<file path="src/rtl/cp0_pkg.sv">
// Shared CP0 constants: register numbers, exception codes, Status/Cause bit
// positions and the redirect state machine encoding.
package cp0_pkg;

  localparam logic [4:0] CP0_COUNT   = 5'd9;
  localparam logic [4:0] CP0_COMPARE = 5'd11;
  localparam logic [4:0] CP0_STATUS  = 5'd12;
  localparam logic [4:0] CP0_CAUSE   = 5'd13;
  localparam logic [4:0] CP0_EPC     = 5'd14;

  localparam logic [4:0] EXC_INT = 5'd0;
  localparam logic [4:0] EXC_RI  = 5'd10;
  localparam logic [4:0] EXC_OV  = 5'd12;
  localparam logic [4:0] EXC_DZ  = 5'd15;

  localparam int STATUS_IE_BIT  = 0;
  localparam int STATUS_EXL_BIT = 1;
  localparam int STATUS_IM_LO   = 8;
  localparam int CAUSE_EXC_LO   = 2;
  localparam int CAUSE_IP_LO    = 8;

  typedef enum logic {
    ST_RUN      = 1'b0,
    ST_REDIRECT = 1'b1
  } cp0_state_e;

  // Reserved source encoding 11 is reported as an undefined instruction.
  function automatic logic [4:0] exc_code(input logic [1:0] sel);
    case (sel)
      2'b00:   exc_code = EXC_OV;
      2'b10:   exc_code = EXC_DZ;
      default: exc_code = EXC_RI;
    endcase
  endfunction

endpackage

</file>
<file path="src/rtl/cp0_timer.sv">
// CP0 Count/Compare timer with a sticky pending flag that only a Compare
// write clears.
module cp0_timer
  import cp0_pkg::*;
(
  input  logic        clk,
  input  logic        rst_n,
  input  logic        count_we,
  input  logic        compare_we,
  input  logic [31:0] wdata,
  output logic [31:0] count_o,
  output logic [31:0] compare_o,
  output logic        pending_o
);

  logic [31:0] count_q;
  logic [31:0] compare_q;
  logic        pending_q;

  always_ff @(posedge clk or negedge rst_n) begin
    if (!rst_n) begin
      count_q   <= '0;
      compare_q <= '0;
      pending_q <= 1'b0;
    end else begin
      count_q <= count_we ? wdata : count_q + 32'd1;
      // A Compare write wins over a match seen in the same cycle.
      if (compare_we) begin
        compare_q <= wdata;
        pending_q <= 1'b0;
      end else if (count_q == compare_q) begin
        pending_q <= 1'b1;
      end
    end
  end

  assign count_o   = count_q;
  assign compare_o = compare_q;
  assign pending_o = pending_q;

endmodule

</file>
<file path="src/rtl/cp0_exception_unit.sv">
// Coprocessor-0 responder: Status/Cause/EPC state, event arbitration and the
// one-cycle PC redirect towards the vector or back to EPC.
module cp0_exception_unit
  import cp0_pkg::*;
#(
  parameter logic [31:0] VECTOR_ADDR  = 32'h8000_0180,
  parameter logic [31:0] RESET_STATUS = 32'h0000_0000
) (
  input  logic        clk,
  input  logic        rst_n,
  input  logic        instr_valid_i,
  input  logic [31:0] instr_pc_i,
  input  logic        exception_i,
  input  logic [1:0]  cause_sel_i,
  input  logic        cp0_write_i,
  input  logic [4:0]  cp0_addr_i,
  input  logic [31:0] cp0_wdata_i,
  input  logic        eret_i,
  input  logic        irq_i,
  output logic [31:0] cp0_rdata_o,
  output logic        redirect_o,
  output logic [31:0] redirect_pc_o,
  output logic        exl_o,
  output logic        timer_irq_o
);

  logic        status_ie_q;
  logic        status_exl_q;
  logic [7:0]  status_im_q;
  logic [4:0]  exc_code_q;
  logic [1:0]  ip_sw_q;
  logic [31:0] epc_q;
  logic        irq_meta_q;
  logic        irq_sync_q;

  cp0_state_e  state_q, state_d;
  logic [31:0] redirect_pc_q, redirect_pc_d;

  logic [31:0] count;
  logic [31:0] compare;
  logic        timer_pending;
  logic [7:0]  ip;
  logic        in_run;
  logic        take_exc;
  logic        take_int;
  logic        take_eret;
  logic        any_event;
  logic        mtc0_we;

  assign ip        = {timer_pending, 4'b0000, irq_sync_q, ip_sw_q};
  assign in_run    = (state_q == ST_RUN);
  assign take_exc  = in_run & instr_valid_i & exception_i;
  assign take_int  = in_run & instr_valid_i & ~exception_i & status_ie_q &
                     ~status_exl_q & (|(ip & status_im_q));
  assign take_eret = in_run & eret_i & ~take_exc & ~take_int;
  assign any_event = take_exc | take_int | take_eret;
  assign mtc0_we   = cp0_write_i & ~any_event;

  cp0_timer u_timer (
    .clk        (clk),
    .rst_n      (rst_n),
    .count_we   (mtc0_we && (cp0_addr_i == CP0_COUNT)),
    .compare_we (mtc0_we && (cp0_addr_i == CP0_COMPARE)),
    .wdata      (cp0_wdata_i),
    .count_o    (count),
    .compare_o  (compare),
    .pending_o  (timer_pending)
  );

  always_ff @(posedge clk or negedge rst_n) begin
    if (!rst_n) begin
      irq_meta_q <= 1'b0;
      irq_sync_q <= 1'b0;
    end else begin
      irq_meta_q <= irq_i;
      irq_sync_q <= irq_meta_q;
    end
  end

  always_ff @(posedge clk or negedge rst_n) begin
    if (!rst_n) begin
      status_ie_q  <= RESET_STATUS[STATUS_IE_BIT];
      status_exl_q <= RESET_STATUS[STATUS_EXL_BIT];
      status_im_q  <= RESET_STATUS[STATUS_IM_LO +: 8];
      exc_code_q   <= '0;
      ip_sw_q      <= '0;
      epc_q        <= '0;
    end else if (take_exc || take_int) begin
      exc_code_q   <= take_exc ? exc_code(cause_sel_i) : EXC_INT;
      status_exl_q <= 1'b1;
      // Nested exceptions keep the return address of the outer one.
      if (!status_exl_q) epc_q <= instr_pc_i;
    end else if (take_eret) begin
      status_exl_q <= 1'b0;
    end else if (mtc0_we) begin
      case (cp0_addr_i)
        CP0_STATUS: begin
          status_ie_q  <= cp0_wdata_i[STATUS_IE_BIT];
          status_exl_q <= cp0_wdata_i[STATUS_EXL_BIT];
          status_im_q  <= cp0_wdata_i[STATUS_IM_LO +: 8];
        end
        CP0_CAUSE: ip_sw_q <= cp0_wdata_i[CAUSE_IP_LO +: 2];
        CP0_EPC:   epc_q   <= cp0_wdata_i;
        default: ;
      endcase
    end
  end

  always_ff @(posedge clk or negedge rst_n) begin
    if (!rst_n) begin
      state_q       <= ST_RUN;
      redirect_pc_q <= '0;
    end else begin
      state_q       <= state_d;
      redirect_pc_q <= redirect_pc_d;
    end
  end

  always_comb begin
    state_d       = state_q;
    redirect_pc_d = redirect_pc_q;
    redirect_o    = 1'b0;
    case (state_q)
      ST_RUN: begin
        if (any_event) begin
          state_d       = ST_REDIRECT;
          redirect_pc_d = take_eret ? epc_q : VECTOR_ADDR;
        end
      end
      ST_REDIRECT: begin
        redirect_o = 1'b1;
        state_d    = ST_RUN;
      end
      default: state_d = ST_RUN;
    endcase
  end

  always_comb begin
    cp0_rdata_o = '0;
    case (cp0_addr_i)
      CP0_COUNT:   cp0_rdata_o = count;
      CP0_COMPARE: cp0_rdata_o = compare;
      CP0_STATUS:  cp0_rdata_o = {16'h0000, status_im_q, 6'b000000,
                                  status_exl_q, status_ie_q};
      CP0_CAUSE:   cp0_rdata_o = {16'h0000, ip, 1'b0, exc_code_q, 2'b00};
      CP0_EPC:     cp0_rdata_o = epc_q;
      default:     cp0_rdata_o = '0;
    endcase
  end

  assign redirect_pc_o = redirect_pc_q;
  assign exl_o         = status_exl_q;
  assign timer_irq_o   = timer_pending;

endmodule

</file>
<file path="config.mk">
export PLATFORM = sky130hd
export DESIGN_NAME = cp0_exception_unit
export DESIGN_NICKNAME = d
export VERILOG_FILES = /design/src/rtl/cp0_pkg.sv /design/src/rtl/cp0_timer.sv /design/src/rtl/cp0_exception_unit.sv
export SDC_FILE = /design/constraint.sdc
export NUM_CORES = 1
export LEC_CHECK = 0
export ABC_AREA = 1
export CAP_MARGIN = 30
export CELL_PAD_IN_SITES_DETAIL_PLACEMENT = 1
export CELL_PAD_IN_SITES_GLOBAL_PLACEMENT = 2
export CORE_MARGIN = 2
export CORE_UTILIZATION = 30
export DETAILED_ROUTE_END_ITERATION = 10
export MAX_ROUTING_LAYER = met4
export PLACE_DENSITY_LB_ADDON = 0.08
export SLEW_MARGIN = 0
export SYNTH_ARGS = -nofsm -noshare
export SYNTH_HDL_FRONTEND = slang
export SYNTH_HIERARCHICAL = 1
export SYNTH_SLANG_ARGS = --single-unit
</file>
<file path="constraint.sdc">
create_clock -name clk -period 2.5 [get_ports clk]
set_input_delay 0.25 -clock clk [delete_from_list [all_inputs] [get_ports clk]]
set_output_delay 0.25 -clock clk [all_outputs]
set_load 0.03 [all_outputs]
</file>
==> metrics <==
Setup CP Type=primary input to output pin; Place WS=0.184 ns; Critical Path Max Stage Delay=0.58 ns; die area=0.0287 mm^2; Final HPWL DP=24400 um; initial core utilization=0.305; initial antenna violation count=2; drt via density=4.90; synthesis-to-layout area growth=33.2%; top cells by area, synth=dfrtp_1 (45%), nand2_1 (19%), nand3_1 (7.8%); CP cell instances=clkdlybuf4s50_1, inv_2, nor2_2, nand2_2, buf_12, inv_1, nand2_1, nand3_1, buf_12; max capacitance violation total=0; Power Dens Cells=820 mW/mm^2; Achievable Freq=424 MHz; Clock Latency Late Sink=between 0.4 and 0.5 ns; Worst-Margin Slew=0.681 ns; endpoints failing hold=0; clk slew on worst S/H paths=0.07 ns; crit path time final=between 2 and 2.5 ns; TritonCTS Sinks=148; syn nets=1161; mean post-synth cell area=7.57 um^2; number of flops mapped to enable cells by yosys=0; WL/cell=20.2 um; Post-Syn Instances=1082; Yosys reg bits=148; post-cts sizing count=0; CP max-delay cell=clkdlybuf4s50_1; post-synthesis sequential area ratio=0.452; Leak=~5.1 nW; top cell type's share of synthesized area=0.452; Synth cell types=41; H-Tree Depth=4; most frequent CP cell=buf_12; status=finished clean; Warnings, synthesis=6; main flop type after synthesis=dfrtp_1; Tot GR Track Use=0.238; die width=approximately 170 um; Critical Path RT=2.25 ns; crit path DAT=between 2 and 2.5 ns; Root Driver=clkbuf_16; Post-Place Cell Area=0.0104 mm^2; Hold Path Class=primary input to flop; Yosys top cell by area=dfrtp_1; crit end category=output pin; max-slew violation count=0; Max rail drop VDD=slightly below 0.0003 V; Final Util=0.406; synth cell count leaders=nand2_1 (411), dfrtp_1 (148), nand3_1 (128); Detail Route Antenna Nets=0; vias in the first global route=8009; ys async rst share=1.00; Worst slew margin=0.546; worst setup margin=0.142 ns; Cell Rows=60; RSZ-0062 raised after global routing=no; number of port buffers=144; total number of vias=roughly 7700; share of cells above drive strength 1=0.122; startpoint types=primary input; TritonRoute pass-1 iters=5; Netlist Area Pre-Place=0.00820 mm^2; Num CTS Buffers=17; CTS tree=done; TNS Setup=0 ns; pin count of the biggest net entering global routing=62; Die Height=169 um; gr ovfl total=0; Layout Skew=between 0.01 and 0.015 ns; crit path max fanout=25; final wirelength=31900 um; most common cell in the netlist=nand2_1; Nets=roughly 1300; routability cong.=roughly 0.80; DRT iter0 DRCs=550; crit share post-route=0.943; total core area=0.0269 mm^2; Finish-stage setup viols=0; drt drc=0; first-pass GRT wire length=49400 um; fin area=approximately 0.011 mm^2; top-level I/O count=145; Max Root-Sink Buffers=2
final timing paths:
kind	startpoint	end	slack [ns]	cells after the start
setup / recovery	cp0_addr_i[1]	cp0_rdata_o[31]	0.14	9
setup reg to reg	u_timer/pending_o$_DFFE_PN0P_	u_timer/compare_o[11]$_DFFE_PN0P_	0.43	11
min in group asynchronous	rst_n	redirect_pc_o[10]$_DFFE_PN0P_	0.38	2
hold reg to reg	irq_meta_q$_DFF_PN0_	irq_sync_q$_DFF_PN0_	0.37	0
max in group asynchronous	rst_n	redirect_pc_o[2]$_DFFE_PN0P_	1.34	3
hold / removal	irq_i	irq_meta_q$_DFF_PN0_	0.27	1
what timing repair did:
action	CTS	global route
hold endpoints to repair	56	0
setup buffers	0	0
hold buffers	1	0
critical path: cells and delay by family:
kind	cells	cell delay [ns]
simple gates	4	0.59
buf+inv	5	1.26
power breakdown:
group | internal, mW | switching, mW
clock | 1.30 | 1.19
sequential | 3.01 | 0.704
combinational | 1.11 | 1.64
total | 5.42 | 3.53
cell usage in the layout (no fill, tap or decap), drive strengths merged, types with 2 or more instances in the layout:
| cell | n |
|---|---|
| nand2 | 420 |
| dfrtp | 148 |
| nand3 | 130 |
| clkdlybuf4s50 | 111 |
| inv | 92 |
| buf | 62 |
| o21ai | 61 |
| nor2 | 55 |
| xnor2 | 25 |
| mux2 | 23 |
| clkbuf | 17 |
| o211ai | 16 |
| a21oi | 16 |
| xor2 | 13 |
| nor3 | 8 |
| o2111ai | 6 |
| o22ai | 5 |
| nand4 | 5 |
| clkinvlp | 4 |
| o22a | 3 |
| or2 | 3 |
| clkinv | 3 |
| diode | 2 |
| a31oi | 2 |
| o31ai | 2 |
logic make-up after synthesis:
family | after synthesis | share of synthesized area
fa+ha+maj | 1 | 0.00153
mux | 23 | 0.0316
buf+inv | 136 | 0.0692
simple gates | 623 | 0.322
compound gates | 113 | 0.0831
xor+xnor | 38 | 0.0406
flops | 148 | 0.452
state kept, by name, summed over array words and instances, names as in the netlist:
register,count
u_timer/pending_o,1
status_ie_q,1
u_timer/count_o,32
u_timer/compare_o,32
state_q,1
redirect_pc_o,32
exc_code_q,4
irq_sync_q,1
exl_o,1
irq_meta_q,1
ip_sw_q,2
status_im_q,8
epc_q,32
cell type report:
class,count,area [um^2]
clock inverters,14,119
diodes,2,5.00
inverters,85,319
fillers,3299,16000
clock buffers,17,425
repair buffers,174,1970
flip-flops and latches,148,3700
multi-input cells,798,3940
well taps,341,427
through the flow:
| stage | total power [mW] | hold slack [ns] | instances |
|---|---|---|---|
| 2_1_floorplan | 5.21 | -0.0456 | 1082 |
| 3_3_place_gp | 6.45 | 0.298 | 1544 |
| 3_5_place_dp | 6.51 | 0.288 | 1545 |
| 4_1_cts | 9.04 | 0.258 | 1577 |
| 5_1_grt | 9.54 | 0.276 | 1579 |
| 6_report | 8.95 | 0.272 | 1579 |
per-layer routing:
metal / up-vias / routed length, um / global-route usage
met1: 3817 / 16700 / 0.356
met5: - / 0 / -
met3: 15 / 939 / 0.0292
met4: 0 / 303 / 0.0535
met2: 134 / 14000 / 0.343
li1: 3764 / - / -
Power figures use the tool's default switching activity.
